## src/rtl/ps2_pkg.sv

```systemverilog
// Shared types and constants for the PS/2 host transmitter.
package ps2_pkg;

  typedef enum logic [2:0] {
    IDLE,
    INHIBIT,
    RTS,
    DATA,
    PARITY,
    STOP,
    ACK,
    WAIT_RELEASE
  } ps2_tx_state_t;

  localparam logic [19:0] KB_TX_DATA_ADDR = 20'h30084;
  localparam logic [19:0] KB_STATUS_ADDR  = 20'h30088;

  localparam int unsigned STAT_BUSY    = 0;
  localparam int unsigned STAT_ACK_OK  = 1;
  localparam int unsigned STAT_ERROR   = 2;
  localparam int unsigned STAT_OVERRUN = 3;

endpackage

```

## src/rtl/ps2_line_sync.sv

```systemverilog
// Two-flop synchronizer for a raw PS/2 pin with a one-cycle falling-edge pulse.
// Resets to 1, the idle level of an open-drain PS/2 line.
module ps2_line_sync (
  input  logic clk_in,
  input  logic rst_in,
  input  logic line_in,
  output logic line_sync_out,
  output logic fall_out
);

  logic meta_q;
  logic sync_q;
  logic prev_q;

  // Synchronizer chain plus one delayed copy for edge detection.
  always_ff @(posedge clk_in or posedge rst_in) begin
    if (rst_in) begin
      meta_q <= 1'b1;
      sync_q <= 1'b1;
      prev_q <= 1'b1;
    end else begin
      meta_q <= line_in;
      sync_q <= meta_q;
      prev_q <= sync_q;
    end
  end

  assign line_sync_out = sync_q;
  assign fall_out      = prev_q & ~sync_q;

endmodule

```

## src/rtl/ps2_host_tx.sv

```systemverilog
// PS/2 host-to-device transmitter with memory-mapped data and status registers.
module ps2_host_tx
  import ps2_pkg::*;
#(
  parameter int unsigned INHIBIT_CYCLES = 10000,
  parameter int unsigned TIMEOUT_CYCLES = 1500000,
  parameter logic [19:0] TX_DATA_ADDR   = KB_TX_DATA_ADDR,
  parameter logic [19:0] STATUS_ADDR    = KB_STATUS_ADDR
) (
  input  logic        clk_in,
  input  logic        rst_in,
  input  logic        ps2_clk_in,
  input  logic        ps2_data_in,
  output logic        ps2_clk_oe_out,
  output logic        ps2_data_oe_out,
  output logic        rx_inhibit_out,
  input  logic [31:0] cpu_addr_in,
  input  logic [3:0]  cpu_write_enable_in,
  input  logic [31:0] cpu_data_in,
  output logic [31:0] cpu_data_out
);

  localparam int unsigned IW = $clog2(INHIBIT_CYCLES) + 1;
  localparam int unsigned TW = $clog2(TIMEOUT_CYCLES) + 1;
  localparam logic [IW-1:0] INH_LAST = IW'(INHIBIT_CYCLES - 1);
  localparam logic [TW-1:0] TO_LAST  = TW'(TIMEOUT_CYCLES - 1);

  ps2_tx_state_t state_q, state_d;
  logic [7:0]    shift_q, shift_d;
  logic [2:0]    idx_q, idx_d;
  logic [IW-1:0] inh_q, inh_d;
  logic [TW-1:0] to_q, to_d;
  logic          clk_oe_q, clk_oe_d;
  logic          data_oe_q, data_oe_d;
  logic          ack_q, ack_d;
  logic          err_q, err_d;
  logic          ovr_q, ovr_d;

  logic clk_sync, clk_fall;
  logic data_sync, data_fall_unused;
  logic wr_tx, wr_stat, busy, counting, timeout;
  logic unused_bits;

  ps2_line_sync u_clk_sync (
    .clk_in        (clk_in),
    .rst_in        (rst_in),
    .line_in       (ps2_clk_in),
    .line_sync_out (clk_sync),
    .fall_out      (clk_fall)
  );

  ps2_line_sync u_data_sync (
    .clk_in        (clk_in),
    .rst_in        (rst_in),
    .line_in       (ps2_data_in),
    .line_sync_out (data_sync),
    .fall_out      (data_fall_unused)
  );

  assign unused_bits = ^{cpu_addr_in[31:20], cpu_write_enable_in[3:1], cpu_data_in[31:8]};

  assign wr_tx    = cpu_write_enable_in[0] && (cpu_addr_in[19:0] == TX_DATA_ADDR);
  assign wr_stat  = cpu_write_enable_in[0] && (cpu_addr_in[19:0] == STATUS_ADDR);
  assign busy     = (state_q != IDLE);
  assign counting = (state_q != IDLE) && (state_q != INHIBIT);
  assign timeout  = counting && !clk_fall && (to_q == TO_LAST);

  assign ps2_clk_oe_out  = clk_oe_q;
  assign ps2_data_oe_out = data_oe_q;
  assign rx_inhibit_out  = busy;

  // State, datapath and status register update.
  always_ff @(posedge clk_in or posedge rst_in) begin
    if (rst_in) begin
      state_q   <= IDLE;
      shift_q   <= '0;
      idx_q     <= '0;
      inh_q     <= '0;
      to_q      <= '0;
      clk_oe_q  <= 1'b0;
      data_oe_q <= 1'b0;
      ack_q     <= 1'b0;
      err_q     <= 1'b0;
      ovr_q     <= 1'b0;
    end else begin
      state_q   <= state_d;
      shift_q   <= shift_d;
      idx_q     <= idx_d;
      inh_q     <= inh_d;
      to_q      <= to_d;
      clk_oe_q  <= clk_oe_d;
      data_oe_q <= data_oe_d;
      ack_q     <= ack_d;
      err_q     <= err_d;
      ovr_q     <= ovr_d;
    end
  end

  // Next-state logic; line drive values are computed one cycle ahead so the
  // registered oe outputs change on the same edge as the state.
  always_comb begin
    state_d   = state_q;
    shift_d   = shift_q;
    idx_d     = idx_q;
    inh_d     = inh_q;
    to_d      = to_q;
    clk_oe_d  = clk_oe_q;
    data_oe_d = data_oe_q;
    ack_d     = ack_q & ~wr_stat;
    err_d     = err_q & ~wr_stat;
    ovr_d     = ovr_q & ~wr_stat;

    if (wr_tx && busy) begin
      ovr_d = 1'b1;
    end

    if (counting) begin
      to_d = clk_fall ? '0 : to_q + 1'b1;
    end

    case (state_q)
      IDLE: begin
        clk_oe_d  = 1'b0;
        data_oe_d = 1'b0;
        if (wr_tx) begin
          shift_d  = cpu_data_in[7:0];
          idx_d    = '0;
          inh_d    = '0;
          to_d     = '0;
          ack_d    = 1'b0;
          err_d    = 1'b0;
          clk_oe_d = 1'b1;
          state_d  = INHIBIT;
        end
      end
      INHIBIT: begin
        if (inh_q == INH_LAST) begin
          clk_oe_d  = 1'b0;
          data_oe_d = 1'b1;
          state_d   = RTS;
        end else begin
          inh_d = inh_q + 1'b1;
        end
      end
      RTS: begin
        idx_d   = '0;
        state_d = DATA;
      end
      DATA: begin
        if (clk_fall) begin
          data_oe_d = ~shift_q[idx_q];
          if (idx_q == 3'd7) begin
            state_d = PARITY;
          end else begin
            idx_d = idx_q + 1'b1;
          end
        end
      end
      PARITY: begin
        if (clk_fall) begin
          data_oe_d = ^shift_q;
          state_d   = STOP;
        end
      end
      STOP: begin
        if (clk_fall) begin
          data_oe_d = 1'b0;
          state_d   = ACK;
        end
      end
      ACK: begin
        if (clk_fall) begin
          if (!data_sync) begin
            ack_d = 1'b1;
          end else begin
            err_d = 1'b1;
          end
          state_d = WAIT_RELEASE;
        end
      end
      WAIT_RELEASE: begin
        if (clk_sync && data_sync) begin
          state_d = IDLE;
        end
      end
      default: begin
        state_d = IDLE;
      end
    endcase

    if (timeout) begin
      err_d     = 1'b1;
      clk_oe_d  = 1'b0;
      data_oe_d = 1'b0;
      state_d   = IDLE;
    end
  end

  // Register read mux; only STATUS returns data.
  always_comb begin
    cpu_data_out = '0;
    if (cpu_addr_in[19:0] == STATUS_ADDR) begin
      cpu_data_out[STAT_BUSY]    = busy;
      cpu_data_out[STAT_ACK_OK]  = ack_q;
      cpu_data_out[STAT_ERROR]   = err_q;
      cpu_data_out[STAT_OVERRUN] = ovr_q;
    end
  end

endmodule

```

## config.mk

```make
export PLATFORM = sky130hd
export DESIGN_NAME = ps2_host_tx
export DESIGN_NICKNAME = d
export VERILOG_FILES = /design/src/rtl/ps2_pkg.sv /design/src/rtl/ps2_line_sync.sv /design/src/rtl/ps2_host_tx.sv
export SDC_FILE = /design/constraint.sdc
export NUM_CORES = 1
export LEC_CHECK = 0
export CORE_ASPECT_RATIO = 1.4
export CORE_MARGIN = 8
export CORE_UTILIZATION = 40
export CTS_BUF_LIST = sky130_fd_sc_hd__clkbuf_2
export DETAILED_ROUTE_END_ITERATION = 7
export DONT_BUFFER_PORTS = 1
export GPL_ROUTABILITY_DRIVEN = 0
export PLACE_DENSITY = 0.56
export RECOVER_POWER = 25
export SYNTH_ARGS = -nofsm -noshare
export SYNTH_HDL_FRONTEND = slang
export SYNTH_SLANG_ARGS = --single-unit
```

## constraint.sdc

```tcl
create_clock -name clk_in -period 4.1 [get_ports clk_in]
set_clock_uncertainty 0.05 [all_clocks]
set_input_delay 1.23 -clock clk_in [delete_from_list [all_inputs] [get_ports clk_in]]
set_output_delay 1.23 -clock clk_in [all_outputs]
set_load 0.05 [all_outputs]
```

== Word-level counts from Yosys, hierarchy flattened ==
Cells that the tools add are included.

* Multiplexer cells: 44
* $lt $le $gt $ge: 1
* Eq/ne operators: 25
* Bitwise operators: 7
* $add $sub $neg: 3
* Reduce and logical (&&, ||, !) cells: 21

{| class="wikitable"
|+ Operator list
! kind !! count
|-
| $mux W22 || 4
|-
| $eq A20 B18 Y1 const B || 2
|-
| $mux W3 || 12
|-
| $mux W15 || 2
|-
| $pmux W15 S2 || 1
|-
| $ne A3 B3 Y1 const B || 8
|-
| $pmux W3 S8 || 1
|-
| $add A22 B1 Y22 const B || 1
|-
| $eq A22 B21 Y1 const B || 1
|-
| $mux W1 || 17
|-
| $add A15 B1 Y15 const B || 1
|-
| $eq A15 B14 Y1 const B || 1
|-
| $eq A3 B3 Y1 const B || 5
|-
| $pmux W3 S3 || 1
|-
| $reduce_bool A3 Y1 || 3
|-
| $ne A2 B2 Y1 const B || 4
|-
| $reduce_and A8 Y1 || 1
|-
| $reduce_xor A8 Y1 || 1
|-
| $logic_and A1 B1 Y1 || 7
|-
| $eq A3 B2 Y1 const B || 2
|-
| $pmux W1 S2 || 3
|-
| $reduce_bool A6 Y1 || 1
|-
| $pmux W1 S5 || 1
|-
| $reduce_and A5 Y1 || 1
|-
| other kinds (14) || 20
|}

* Output and inout bits: 35
* Input port bits: 72
* Bits in registers: 61
* Word-level logic and storage cells: 116

== Logic depth before layout (Yosys ltp) ==
Gate-level depths: netlist (run 1).

* Depth in word-level cells: 8
* Mapped depth: 8
* Gate-level depth less buffers: 7

== By module ==
A second synthesis (run 1) with hierarchy kept.

* Cell total of the unflattened synthesis: 374
* Area total of the unflattened synthesis: 3549.7 sq um

{| class="wikitable"
|+ By module, submodules not included
! module !! instances !! seq. area each (sq um) !! cells each !! area an instance (sq um)
|-
| ps2_host_tx || 1 || 1401.3 || 364 || 3357.0
|-
| ps2_line_sync || 2 || 78.8 || 5 || 96.3
|}

== Worst setup path before layout (run 1) ==
No wires, ideal clock.

* Path type: in2out
* From: input port cpu_addr_in[1]
* To: output port cpu_data_out[0]
* Stages on the path: 4
* Arrival time: 2.540 ns
* Slack: 0.280 ns
* Path buffers: 0
* Required time: 2.820 ns
* Cell sequence: nor4_2 -> nand3_2 -> nor4b_4 -> and2_1

* Longest elaborated chain between the ends: 2

{| class="wikitable"
|+ Ends and longest elaborated chain
! element !! line !! RTL
|-
| start, declared || ps2_host_tx.sv:17 || <nowiki>input logic [31:0] cpu_addr_in,</nowiki>
|-
| $eq A20 B18 Y1 || ps2_host_tx.sv:202 || <nowiki>if (cpu_addr_in[19:0] == STATUS_ADDR) begin</nowiki>
|-
| $mux W4 || ps2_host_tx.sv:202 ||
|-
| end, declared || ps2_host_tx.sv:20 || <nowiki>output logic [31:0] cpu_data_out</nowiki>
|}

Every way passes these cells.

== Worst setup path after layout (run 1) ==
* From: input port cpu_addr_in[1]
* To: output port cpu_data_out[2]

The elaborated chain is that of the path after synthesis.

==> flow_summary.rst, run 1 <==
.. list-table::
   :header-rows: 1

   * - Metric
     - Value
   * - Leakage Power
     - 1.58 nW
   * - Number of optimization iterations in the first detailed-route pass
     - 4
   * - Vias per Instance
     - 5.49
   * - Cell type with the largest total area after synthesis
     - sky130_fd_sc_hd__dfrtp_1
   * - CTS sink count
     - 61
   * - Overall die area
     - 12400 sq um
   * - Power density over the cells
     - 289 nW/um^2
   * - Routed len/inst
     - 16.2 um
   * - Proportion of layout cells with a drive suffix above 1
     - 14.0%
   * - Number of warning messages in the yosys log
     - 0
   * - DP HPWL
     - 5800 um
   * - Number of resized instances in the post-cts repair step
     - 0
   * - Sort of element at the start of the critical path
     - input pin
   * - Final non-filler cell area
     - 3730 sq um
   * - Total global-route track usage
     - 13.5%
   * - Final hold violation count
     - 0
   * - Floorplan row count
     - 41
   * - Critical path cell sequence
     - nor4_2 > nand3_2 > nor4b_4 > and2_1 > buf_4
   * - Max Clock Freq
     - 262 MHz
   * - Unrepaired setup endpoints after global routing
     - no
   * - Iteration-0 DRC count of the detailed router
     - 212
   * - Ant diodes
     - 0
   * - Post-synthesis share of cell area spent on and, or, nand and nor gates
     - 25.7%
   * - Most frequent cells after synthesis
     - 56 x sky130_fd_sc_hd__dfrtp_1, 40 x sky130_fd_sc_hd__nor2_1, 30 x sky130_fd_sc_hd__buf_4, 22 x sky130_fd_sc_hd__nand2_1
   * - Final critical-path required period
     - 3810 ps
   * - Most frequent cell after synthesis
     - sky130_fd_sc_hd__dfrtp_1
   * - Final setup slack of the worst path
     - 290 ps
   * - Number of nets in the final layout
     - 449
   * - Die boundary height
     - 128 um
   * - Synth async-reset ratio
     - 100%
   * - Number of setup buffers added after CTS
     - 0
   * - DP Worst Slack
     - 272 ps
   * - Class of the most critical hold timing path
     - reg2reg
   * - Detailed-route via count
     - 2665
   * - Instance area after placement
     - 3610 sq um
   * - DRC violations left
     - 0
   * - Max-slew violations
     - 40
   * - Slowest cell on the critical path
     - sky130_fd_sc_hd__nor4b_4
   * - Leading cell types by total area after synthesis
     - sky130_fd_sc_hd__dfrtp_1 39%, sky130_fd_sc_hd__buf_4 6.2%, sky130_fd_sc_hd__nor2_1 4.2%, sky130_fd_sc_hd__dfstp_2 3.6%, sky130_fd_sc_hd__xor2_1 3.6%
   * - Share of the yosys chip area belonging to registers
     - 42.4%
   * - Horizontal extent of the die
     - 96.3 um
   * - Cell count after synthesis
     - 370
   * - Clock-pin slew reported for the worst setup and hold paths after clock tree synthesis
     - 190 ps
   * - Dominant combinational cell family by area after synthesis
     - simple AND/OR/NAND/NOR gates
   * - Portion of netlist area occupied by mux cells
     - 4.30%
   * - Area added between synthesis and finish
     - 3.19%
   * - Antenna violations before repair
     - 0
   * - IO buf count
     - 0
   * - Global-route wire length before repair
     - 13100 um
   * - Antenna Violating Nets Remaining
     - 0
   * - Period Utilization, post-route
     - 92.9%
   * - Number of buffers between clock root and the deepest sink
     - 2
   * - Violations in the final reports
     - max-capacitance violations, max-slew violations
   * - Count of unique library cells instantiated by Yosys
     - 61
   * - Synth Area in XOR/XNOR
     - 6.06%
   * - Primary FF master, synth
     - sky130_fd_sc_hd__dfrtp_1
   * - Fillers
     - 879
   * - Number of enable-type register cells in the synthesized netlist
     - 0
   * - Hold buffer count at cts
     - 0
   * - Worst-skew pair later-pin latency
     - 540 ps
   * - Required time reported for the critical path endpoint
     - 2820 ps
   * - Adder-cell share of the synthesized area
     - 1.39%
   * - Share of the synthesized area in compound gates (AO/OA/AOI/OAI)
     - 11.2%
   * - Maximum fanout along the worst path
     - 7
   * - Largest net degree at the start of global routing
     - 40
   * - Arrival time worst endpoint
     - 2530 ps
   * - I/O pin cnt
     - 107
   * - Effective utilization at floorplan
     - 40.7%
   * - Final setup violating endpoints
     - 0
   * - Total power of the final layout
     - 1.08 mW
   * - Share of the core filled with cells
     - 42.0%
   * - Post-Route WL
     - 7880 um
   * - Worst IR Drop VDD
     - 0.183 mV
   * - CORE AREA
     - 8870 sq um
   * - Startpoint of the worst-slack reg-to-reg timing path
     - state_q[2]
   * - Result of the run
     - finished, violations left
   * - Post-synthesis sequential element count
     - 61
   * - Via count of the first global-routing pass
     - 2707
   * - Cts bufs inserted
     - 9
   * - CTS H-tree lvls
     - 3
   * - Total overflow reported by the global router
     - 0
   * - Crit-path max cell delay
     - 430 ps
   * - Worst-case headroom to the max-slew limit
     - -38.3%
   * - Number of maximum-capacitance constraint violations
     - 1
   * - Clock tree from TritonCTS
     - yes
   * - Worst min-delay path startpoint
     - u_data_sync.meta_q
   * - Per-instance average area after synthesis
     - 9.76 sq um
   * - Area fraction of the dominant cell type after synthesis
     - 38.8%
   * - Transition time at the pin with the least slew margin
     - 2070 ps
   * - Final-layout setup total negative slack
     - 0 ps
   * - Critical path class
     - in2out
   * - Clock Root Buffer
     - sky130_fd_sc_hd__clkbuf_2
   * - Post-synthesis instance area
     - 3610 sq um
   * - Start point of the critical path
     - cpu_addr_in[1]
   * - Kind of end point of the critical path
     - output port
layer usage:
metal	part of all wire, %	up-vias	GRT usage, %
met5	0	-	0
met1	39	1322	14.6
li1	-	1276	-
met3	4.5	17	2.51
met4	2.4	0	7.42
met2	54	50	24.0
layout by cell type (no fill, tap or decap), types with 4 or more instances in the layout:
cell / netlist / layout
sky130_fd_sc_hd__and3_1: 5 / 5
sky130_fd_sc_hd__clkinvlp_4: 0 / 5
sky130_fd_sc_hd__nand3b_1: 4 / 4
sky130_fd_sc_hd__nand3_1: 13 / 13
sky130_fd_sc_hd__nand4_1: 18 / 18
sky130_fd_sc_hd__dfrtp_1: 56 / 56
sky130_fd_sc_hd__inv_1: 6 / 6
sky130_fd_sc_hd__nor4_2: 4 / 4
sky130_fd_sc_hd__ha_1: 4 / 4
sky130_fd_sc_hd__and2_1: 12 / 12
sky130_fd_sc_hd__nor2_1: 40 / 40
sky130_fd_sc_hd__o21ai_0: 18 / 18
sky130_fd_sc_hd__xor2_1: 15 / 15
sky130_fd_sc_hd__mux2_2: 10 / 10
sky130_fd_sc_hd__xnor2_1: 10 / 10
sky130_fd_sc_hd__o31ai_1: 6 / 6
sky130_fd_sc_hd__conb_1: 1 / 28
sky130_fd_sc_hd__a21oi_1: 16 / 16
sky130_fd_sc_hd__nand2_1: 22 / 22
sky130_fd_sc_hd__dfstp_2: 5 / 4
sky130_fd_sc_hd__buf_4: 30 / 6
sky130_fd_sc_hd__clkbuf_2: 0 / 9
critical path, delay by kind of cell:
kind          cells  cell delay (ps)
simple gates      4             1100
buf+inv           1              190
cell families after synthesis:
logic type,count (synthesis)
other cells,1
simple gates,155
compound gates,62
fa+ha+maj,4
xor+xnor,25
flops,61
buf+inv,49
mux,13
report_power, final:
group | switching (mW) | leakage [nW] | internal (mW) | total (mW)
combinational | 0.0734 | 0.784 | 0.00407 | 0.0775
sequential | 0.00131 | 0.737 | 0.607 | 0.608
clock | 0.254 | 0.0564 | 0.140 | 0.393
state kept, by name, summed over array words and instances (netlist names):
name,count
to_q,22
inh_q,15
shift_q,8
idx_q,3
state_q,3
ack_q,1
err_q,1
ovr_q,1
ps2_clk_oe_out,1
ps2_data_oe_out,1
u_clk_sync.line_sync_out,1
u_clk_sync.meta_q,1
u_clk_sync.prev_q,1
u_data_sync.line_sync_out,1
u_data_sync.meta_q,1
metrics by stage:
stage	hold WS, ps	instances
floorplan	295	397
global placement	296	469
detailed placement	298	469
CTS	322	485
global route	325	485
finish	320	485
layout make-up:
class                           instances  area, sq um  share of cell area [%]
Timing Repair Buffer                    7         48.8                    1.31
Multi-Input combinational cell        287         1860                    50.0
Sequential cell                        61         1530                    41.1
Clock buffer                            9         45.0                    1.21
Tap cell                              107          134                    3.59
Inverter                                7         26.3                   0.705
Clock inverter                          7         76.3                    2.05
worst paths after layout:
check,cells past startpoint,slack (ps),endpoint
max,5,290,cpu_data_out[2]
min,0,320,u_data_sync.line_sync_out
max reg2reg,5,1490,inh_q[13]
min reg2reg,0,320,u_data_sync.line_sync_out
max in group asynchronous,2,900,inh_q[3]
min in group asynchronous,1,690,to_q[9]
(Power assumes the default switching activity.)
==> run 2: changes to the inputs <==
- CELL_PAD_IN_SITES_DETAIL_PLACEMENT: default -> 0
- CELL_PAD_IN_SITES_GLOBAL_PLACEMENT: default -> 1
- PLACE_DENSITY: 0.56 -> 0.7
==> run 2 against run 1 <==
Compared with the run above: the run still ends with max-capacitance violations, max-slew violations left; flip-flop and latch count unchanged; first-iteration DRC count down 56%; sequential share of layout area down 0.50 points; fmax about the same; final cell count down 0.21%; critical endpoint is now cpu_data_out[3]; via count down 0.38%; non-clock buffer count down 1; cell area up 1.2%.
==> flow_summary.rst, run 2 (synthesis gave the netlist of run 1 again) <==
.. list-table::
   :header-rows: 1

   * - Metric
     - Value
   * - Final setup violating endpoints
     - 0
   * - CTS H-tree lvls
     - 3
   * - Number of optimization iterations in the first detailed-route pass
     - 4
   * - Vias per Instance
     - 5.49
   * - Final-layout setup total negative slack
     - 0 ps
   * - Effective utilization at floorplan
     - 40.7%
   * - Biggest register
     - to_q
   * - Critical path cell sequence
     - nor4_2 > nand3_2 > nor4b_4 > and2_1 > buf_4
   * - Slowest cell on the critical path
     - sky130_fd_sc_hd__nor4b_4
   * - Class of the most critical hold timing path
     - reg2reg
   * - Unrepaired setup endpoints after global routing
     - no
   * - Period Utilization, post-route
     - 92.8%
   * - Crit-path max cell delay
     - 430 ps
   * - Multi-input gate area in the final layout
     - 1860 sq um
   * - I/O pin cnt
     - 107
   * - Total global-route track usage
     - 13.6%
   * - Number of buffers between clock root and the deepest sink
     - 2
   * - Clock tree from TritonCTS
     - yes
   * - Power density over the cells
     - 312 nW/um^2
   * - Sort of element at the start of the critical path
     - input pin
   * - Ant diodes
     - 0
   * - Die boundary height
     - 128 um
   * - Post-Route WL
     - 7820 um
   * - Final hold violation count
     - 0
   * - Kind of end point of the critical path
     - output port
   * - CTS sink count
     - 61
   * - Via count of the first global-routing pass
     - 2736
   * - IO buf count
     - 0
   * - DP HPWL
     - 5570 um
   * - Horizontal extent of the die
     - 96.3 um
   * - Clock Root Buffer
     - sky130_fd_sc_hd__clkbuf_2
   * - Max-slew violations
     - 44
   * - Violations in the final reports
     - max-capacitance violations, max-slew violations
   * - Largest net degree at the start of global routing
     - 44
   * - Final critical-path required period
     - 3810 ps
   * - Setup slack on the worst flop-to-flop path
     - 1510 ps
   * - Leakage Power
     - 1.61 nW
   * - DRC violations left
     - 0
   * - Share of the core filled with cells
     - 42.5%
   * - Overall die area
     - 12400 sq um
   * - Number of nets in the final layout
     - 448
   * - Area added between synthesis and finish
     - 4.47%
   * - Fillers
     - 891
   * - Arrival time worst endpoint
     - 2530 ps
   * - Most frequent cells in the layout
     - 56 x sky130_fd_sc_hd__dfrtp_1, 40 x sky130_fd_sc_hd__nor2_1, 28 x sky130_fd_sc_hd__conb_1
   * - Number of maximum-capacitance constraint violations
     - 1
   * - Length in cells of the worst reg-to-reg path
     - 5
   * - Hold buffer count at cts
     - 0
   * - Maximum fanout along the worst path
     - 7
   * - Number of non-filler instances in the completed layout
     - 484
   * - Global-route wire length before repair
     - 13200 um
   * - Worst min-delay path startpoint
     - u_data_sync.meta_q
   * - Required time reported for the critical path endpoint
     - 2820 ps
   * - Detailed-route via count
     - 2655
   * - Routed len/inst
     - 16.2 um
   * - End of the worst register-to-register path
     - inh_q[13]
   * - Most common library cell in the layout ignoring fill and taps
     - sky130_fd_sc_hd__dfrtp_1
   * - Cts bufs inserted
     - 9
   * - Transition time at the pin with the least slew margin
     - 1660 ps
   * - Iteration-0 DRC count of the detailed router
     - 93
   * - Max FFs per register
     - 22
   * - Inst Count DP
     - 468
   * - Worst-case headroom to the max-slew limit
     - -10.6%
   * - Floorplan row count
     - 41
   * - Number of setup buffers added after CTS
     - 0
   * - Final setup slack of the worst path
     - 293 ps
   * - CORE AREA
     - 8870 sq um
   * - Total overflow reported by the global router
     - 0
   * - Worst-skew pair later-pin latency
     - 510 ps
   * - Worst IR Drop VDD
     - 0.185 mV
   * - Proportion of layout cells with a drive suffix above 1
     - 13.8%
   * - Largest registers ranked by flip-flop count
     - to_q: 22 flops, inh_q: 15 flops, shift_q: 8 flops
   * - DP Worst Slack
     - 278 ps
   * - Sequential Area
     - 1530 sq um
   * - Number of cells on the worst hold path
     - 0
   * - Startpoint of the worst-slack reg-to-reg timing path
     - state_q[2]
   * - Total power of the final layout
     - 1.18 mW
   * - Antenna Violating Nets Remaining
     - 0
   * - Max Clock Freq
     - 263 MHz
   * - Endpoint of the worst hold path
     - u_data_sync.line_sync_out
   * - Antenna violations before repair
     - 0
   * - Result of the run
     - finished, violations left
   * - Critical path class
     - in2out
   * - Number of resized instances in the post-cts repair step
     - 0
   * - Clock-pin slew reported for the worst setup and hold paths after clock tree synthesis
     - 170 ps
[run 2: stage by stage]
step / cell area (sq um) / hold WS [ps]
final: 3770 / 320
after global routing: 3770 / 330
after CTS: 3770 / 322
after detailed placement: 3610 / 299
after global placement: 3610 / 296
after floorplan: 3710 / 295
[run 2: report_power, final]
group / switching (mW) / internal (mW)
Sequential: 0.00141 / 0.607
Combinational: 0.0736 / 0.00450
Clock: 0.233 / 0.259
[run 2: worst max-delay path by stage]
stage / startpoint / cells after the start / endpoint
global placement: cpu_addr_in[1] / 5 / cpu_data_out[3]
global route: cpu_addr_in[1] / 5 / cpu_data_out[3]
finish: cpu_addr_in[1] / 5 / cpu_data_out[3]
floorplan: cpu_addr_in[1] / 4 / cpu_data_out[0]
detailed placement: cpu_addr_in[1] / 5 / cpu_data_out[3]
CTS: cpu_addr_in[1] / 5 / cpu_data_out[3]
[run 2: area by class of cell]
| class | instances | area share (%) |
|---|---|---|
| Tap cell | 107 | 3.55 |
| Clock inverter | 7 | 3.02 |
| Inverter | 7 | 0.696 |
| Multi-Input combinational cell | 287 | 49.4 |
| Sequential cell | 61 | 40.6 |
| Timing Repair Buffer | 6 | 1.53 |
| Clock buffer | 9 | 1.19 |
[run 2: routing by layer]
metal	share of wire (%)	GRT usage (%)	wire (um)
met1	41	14.9	3220
met2	54	23.7	4190
met3	3.8	3.67	294
met4	1.5	5.64	116
met5	0	0	0
[run 2: worst max-delay path, delay by kind of cell]
family                 cells  cell delay [ps]
buffers and inverters      1              190
and+or+nand+nor            4             1100
==> run 3: changes to the inputs <==
- ABC_AREA: default -> 1
- MAX_ROUTING_LAYER: default -> met4
- PLACE_DENSITY: 0.7 -> 0.74
==> run 3 against run 2 <==
Compared with the run above: the run still ends with max-capacitance violations, max-slew violations left; flip-flop and latch count unchanged; register-to-register slack improved by 20 ps; routed wire length increased by 21%; clock power decreased by 13%; via count increased by 30%; synthesized cell count increased by 49%; non-clock buffer count unchanged; synthesized area increased by 9.7%; hold slack got worse by 0.93 ps; total power increased by 69%; critical path type unchanged; largest power group unchanged.
==> flow_summary.rst, run 3 <==
.. list-table::
   :header-rows: 1

   * - Metric
     - Value
   * - Period Utilization, post-route
     - 86.1%
   * - Number of nets in the final layout
     - 634
   * - Post-synthesis instance area
     - 3960 sq um
   * - Number of resized instances in the post-cts repair step
     - 0
   * - Unrepaired setup endpoints after global routing
     - no
   * - Leakage Power
     - 2.07 nW
   * - End of the worst register-to-register path
     - to_q[19]
   * - Number of maximum-capacitance constraint violations
     - 1
   * - Instance area after placement
     - 4000 sq um
   * - Share of the yosys chip area belonging to registers
     - 38.7%
   * - Final non-filler cell area
     - 4130 sq um
   * - Per-instance average area after synthesis
     - 7.19 sq um
   * - Cell type with the largest total area after synthesis
     - sky130_fd_sc_hd__dfrtp_1
   * - Transition time at the pin with the least slew margin
     - 1770 ps
   * - Leading cell types by total area after synthesis
     - sky130_fd_sc_hd__dfrtp_1 35%, sky130_fd_sc_hd__nand2_1 13%, sky130_fd_sc_hd__nand3_1 6.4%, sky130_fd_sc_hd__buf_4 6.1%, sky130_fd_sc_hd__inv_1 6.1%
   * - Number of cells on the worst hold path
     - 0
   * - Clock Root Buffer
     - sky130_fd_sc_hd__clkbuf_2
   * - Total overflow reported by the global router
     - 0
   * - Worst min-delay path startpoint
     - u_data_sync.meta_q
   * - DP HPWL
     - 6880 um
   * - Number of optimization iterations in the first detailed-route pass
     - 7
   * - Via count of the first global-routing pass
     - 3404
   * - Number of setup buffers added after CTS
     - 0
   * - Post-Route WL
     - 9430 um
   * - Kind of end point of the critical path
     - output port
   * - Endpoint of the worst hold path
     - u_data_sync.line_sync_out
   * - Biggest register
     - to_q
   * - Number of warning messages in the yosys log
     - 0
   * - Proportion of layout cells with a drive suffix above 1
     - 7.64%
   * - Primary FF master, synth
     - sky130_fd_sc_hd__dfrtp_1
   * - IO buf count
     - 0
   * - Length in cells of the worst reg-to-reg path
     - 9
   * - Arrival time worst endpoint
     - 2250 ps
   * - Total global-route track usage
     - 15.1%
   * - Worst Hold Margin
     - 319 ps
   * - CORE AREA
     - 9790 sq um
   * - Number of enable-type register cells in the synthesized netlist
     - 0
   * - Area fraction of the dominant cell type after synthesis
     - 35.4%
   * - Inst Count DP
     - 682
   * - Antenna violations before repair
     - 1
   * - Max FFs per register
     - 22
   * - Clock tree from TritonCTS
     - yes
   * - Floorplan row count
     - 43
   * - Fillers
     - 1083
   * - Number of buffers between clock root and the deepest sink
     - 2
   * - Horizontal extent of the die
     - 100 um
   * - Final critical-path required period
     - 3530 ps
   * - Max-slew violations
     - 46
   * - Number of non-filler instances in the completed layout
     - 699
   * - Result of the run
     - finished, violations left
   * - Detailed-route via count
     - 3463
   * - Final hold violation count
     - 0
   * - Multi-input gate area in the final layout
     - 2000 sq um
   * - Final-layout setup total negative slack
     - 0 ps
   * - Required time reported for the critical path endpoint
     - 2820 ps
   * - Most frequent cell after synthesis
     - sky130_fd_sc_hd__nand2_1
   * - DRC violations left
     - 0
   * - Effective utilization at floorplan
     - 40.5%
   * - Count of unique library cells instantiated by Yosys
     - 38
   * - Cell count after synthesis
     - 551
   * - Area added between synthesis and finish
     - 4.26%
   * - Max Clock Freq
     - 283 MHz
   * - Violations in the final reports
     - max-capacitance violations, max-slew violations
   * - Die boundary height
     - 134 um
   * - Largest registers ranked by flip-flop count
     - to_q: 22 flops, inh_q: 15 flops, shift_q: 8 flops
   * - Critical path class
     - in2out
   * - Overall die area
     - 13400 sq um
   * - Worst-case headroom to the max-slew limit
     - -18.1%
   * - Worst-skew pair later-pin latency
     - 500 ps
   * - Global-route wire length before repair
     - 15900 um
   * - Cts bufs inserted
     - 9
   * - Worst IR Drop VDD
     - 0.161 mV
   * - Final setup violating endpoints
     - 0
   * - Start point of the critical path
     - cpu_addr_in[19]
   * - Setup slack on the worst flop-to-flop path
     - 1530 ps
   * - Power density over the cells
     - 482 nW/um^2
   * - Largest net degree at the start of global routing
     - 46
   * - CTS sink count
     - 61
   * - Most frequent cells after synthesis
     - 141 x sky130_fd_sc_hd__nand2_1, 64 x sky130_fd_sc_hd__inv_1, 62 x sky130_fd_sc_hd__nor2_1, 56 x sky130_fd_sc_hd__dfrtp_1, 51 x sky130_fd_sc_hd__nand3_1
   * - Sort of element at the start of the critical path
     - input pin
   * - Synth async-reset ratio
     - 100%
   * - Antenna Violating Nets Remaining
     - 0
   * - Hold buffer count at cts
     - 0
   * - Vias per Instance
     - 4.95
   * - I/O pin cnt
     - 107
   * - Iteration-0 DRC count of the detailed router
     - 195
   * - Maximum fanout along the worst path
     - 4
   * - Most frequent cells in the layout
     - 141 x sky130_fd_sc_hd__nand2_1, 64 x sky130_fd_sc_hd__inv_1, 62 x sky130_fd_sc_hd__nor2_1
   * - Routed len/inst
     - 13.5 um
   * - Class of the most critical hold timing path
     - reg2reg
   * - Most common library cell in the layout ignoring fill and taps
     - sky130_fd_sc_hd__nand2_1
   * - CTS H-tree lvls
     - 3
   * - Clock-pin slew reported for the worst setup and hold paths after clock tree synthesis
     - 150 ps
   * - Post-synthesis sequential element count
     - 61
   * - Share of the core filled with cells
     - 42.2%
   * - Startpoint of the worst-slack reg-to-reg timing path
     - state_q[1]
   * - Sequential Area
     - 1530 sq um
-- run 3: area by class of cell --
type | count | area share, %
clock inverters | 6 | 1.88
diodes | 1 | 0.0606
flip-flops and latches | 61 | 37.1
clock buffers | 10 | 1.21
multi-input cells | 413 | 48.4
well taps | 135 | 4.09
inverters | 67 | 6.15
repair buffers | 6 | 1.09
-- run 3: worst max path at each step --
stage,slack (ps),endpoint
2_1_floorplan,310,cpu_data_out[0]
3_3_place_gp,600,cpu_data_out[1]
3_5_place_dp,580,cpu_data_out[0]
4_1_cts,580,cpu_data_out[2]
5_1_grt,460,cpu_data_out[2]
6_report,570,cpu_data_out[2]
-- run 3: critical path, cell delays in order --
cell and delay, ps:
sky130_fd_sc_hd__nor2_1 80, sky130_fd_sc_hd__nand3_1 70, sky130_fd_sc_hd__nor2_1 270, sky130_fd_sc_hd__and3_1 230
sky130_fd_sc_hd__inv_1 70, sky130_fd_sc_hd__nor2_1 100, sky130_fd_sc_hd__buf_4 210
-- run 3: per-layer routing --
metal,vias to the layer above,global-route usage [%],wire length (um)
li1,1740,-,-
met1,1670,15.5,3950
met2,40,27.1,5090
met3,13,2.19,232
met4,0,7.17,154
met5,-,-,0
-- run 3: cells by family (layout without fill, tap and decap cells) --
| kind of cell | count (synthesis) | in the layout | share of synthesized area [%] |
|---|---|---|---|
| AOI/OAI and AO/OA | 65 | 65 | 9.00 |
| DFF | 61 | 61 | 38.7 |
| xor gates and xnor gates | 13 | 13 | 2.87 |
| adders and majority gates | 4 | 4 | 1.26 |
| buffers and inverters | 104 | 89 | 13.4 |
| other | 1 | 29 | 0.0947 |
| and+or+nand+nor | 303 | 303 | 34.7 |
-- run 3: per-stage QoR --
| stage | power [mW] | worst slack, ps |
|---|---|---|
| after floorplan | 1.47 | 307 |
| after global placement | 1.56 | 595 |
| after detailed placement | 1.58 | 580 |
| after CTS | 2.01 | 576 |
| after global routing | 2.13 | 460 |
| final | 1.99 | 570 |
-- run 3: report_power, final --
part,switching (mW),internal [mW],total [mW]
clock,0.228,0.199,0.427
sequential,0.149,0.694,0.844
combinational,0.517,0.203,0.720
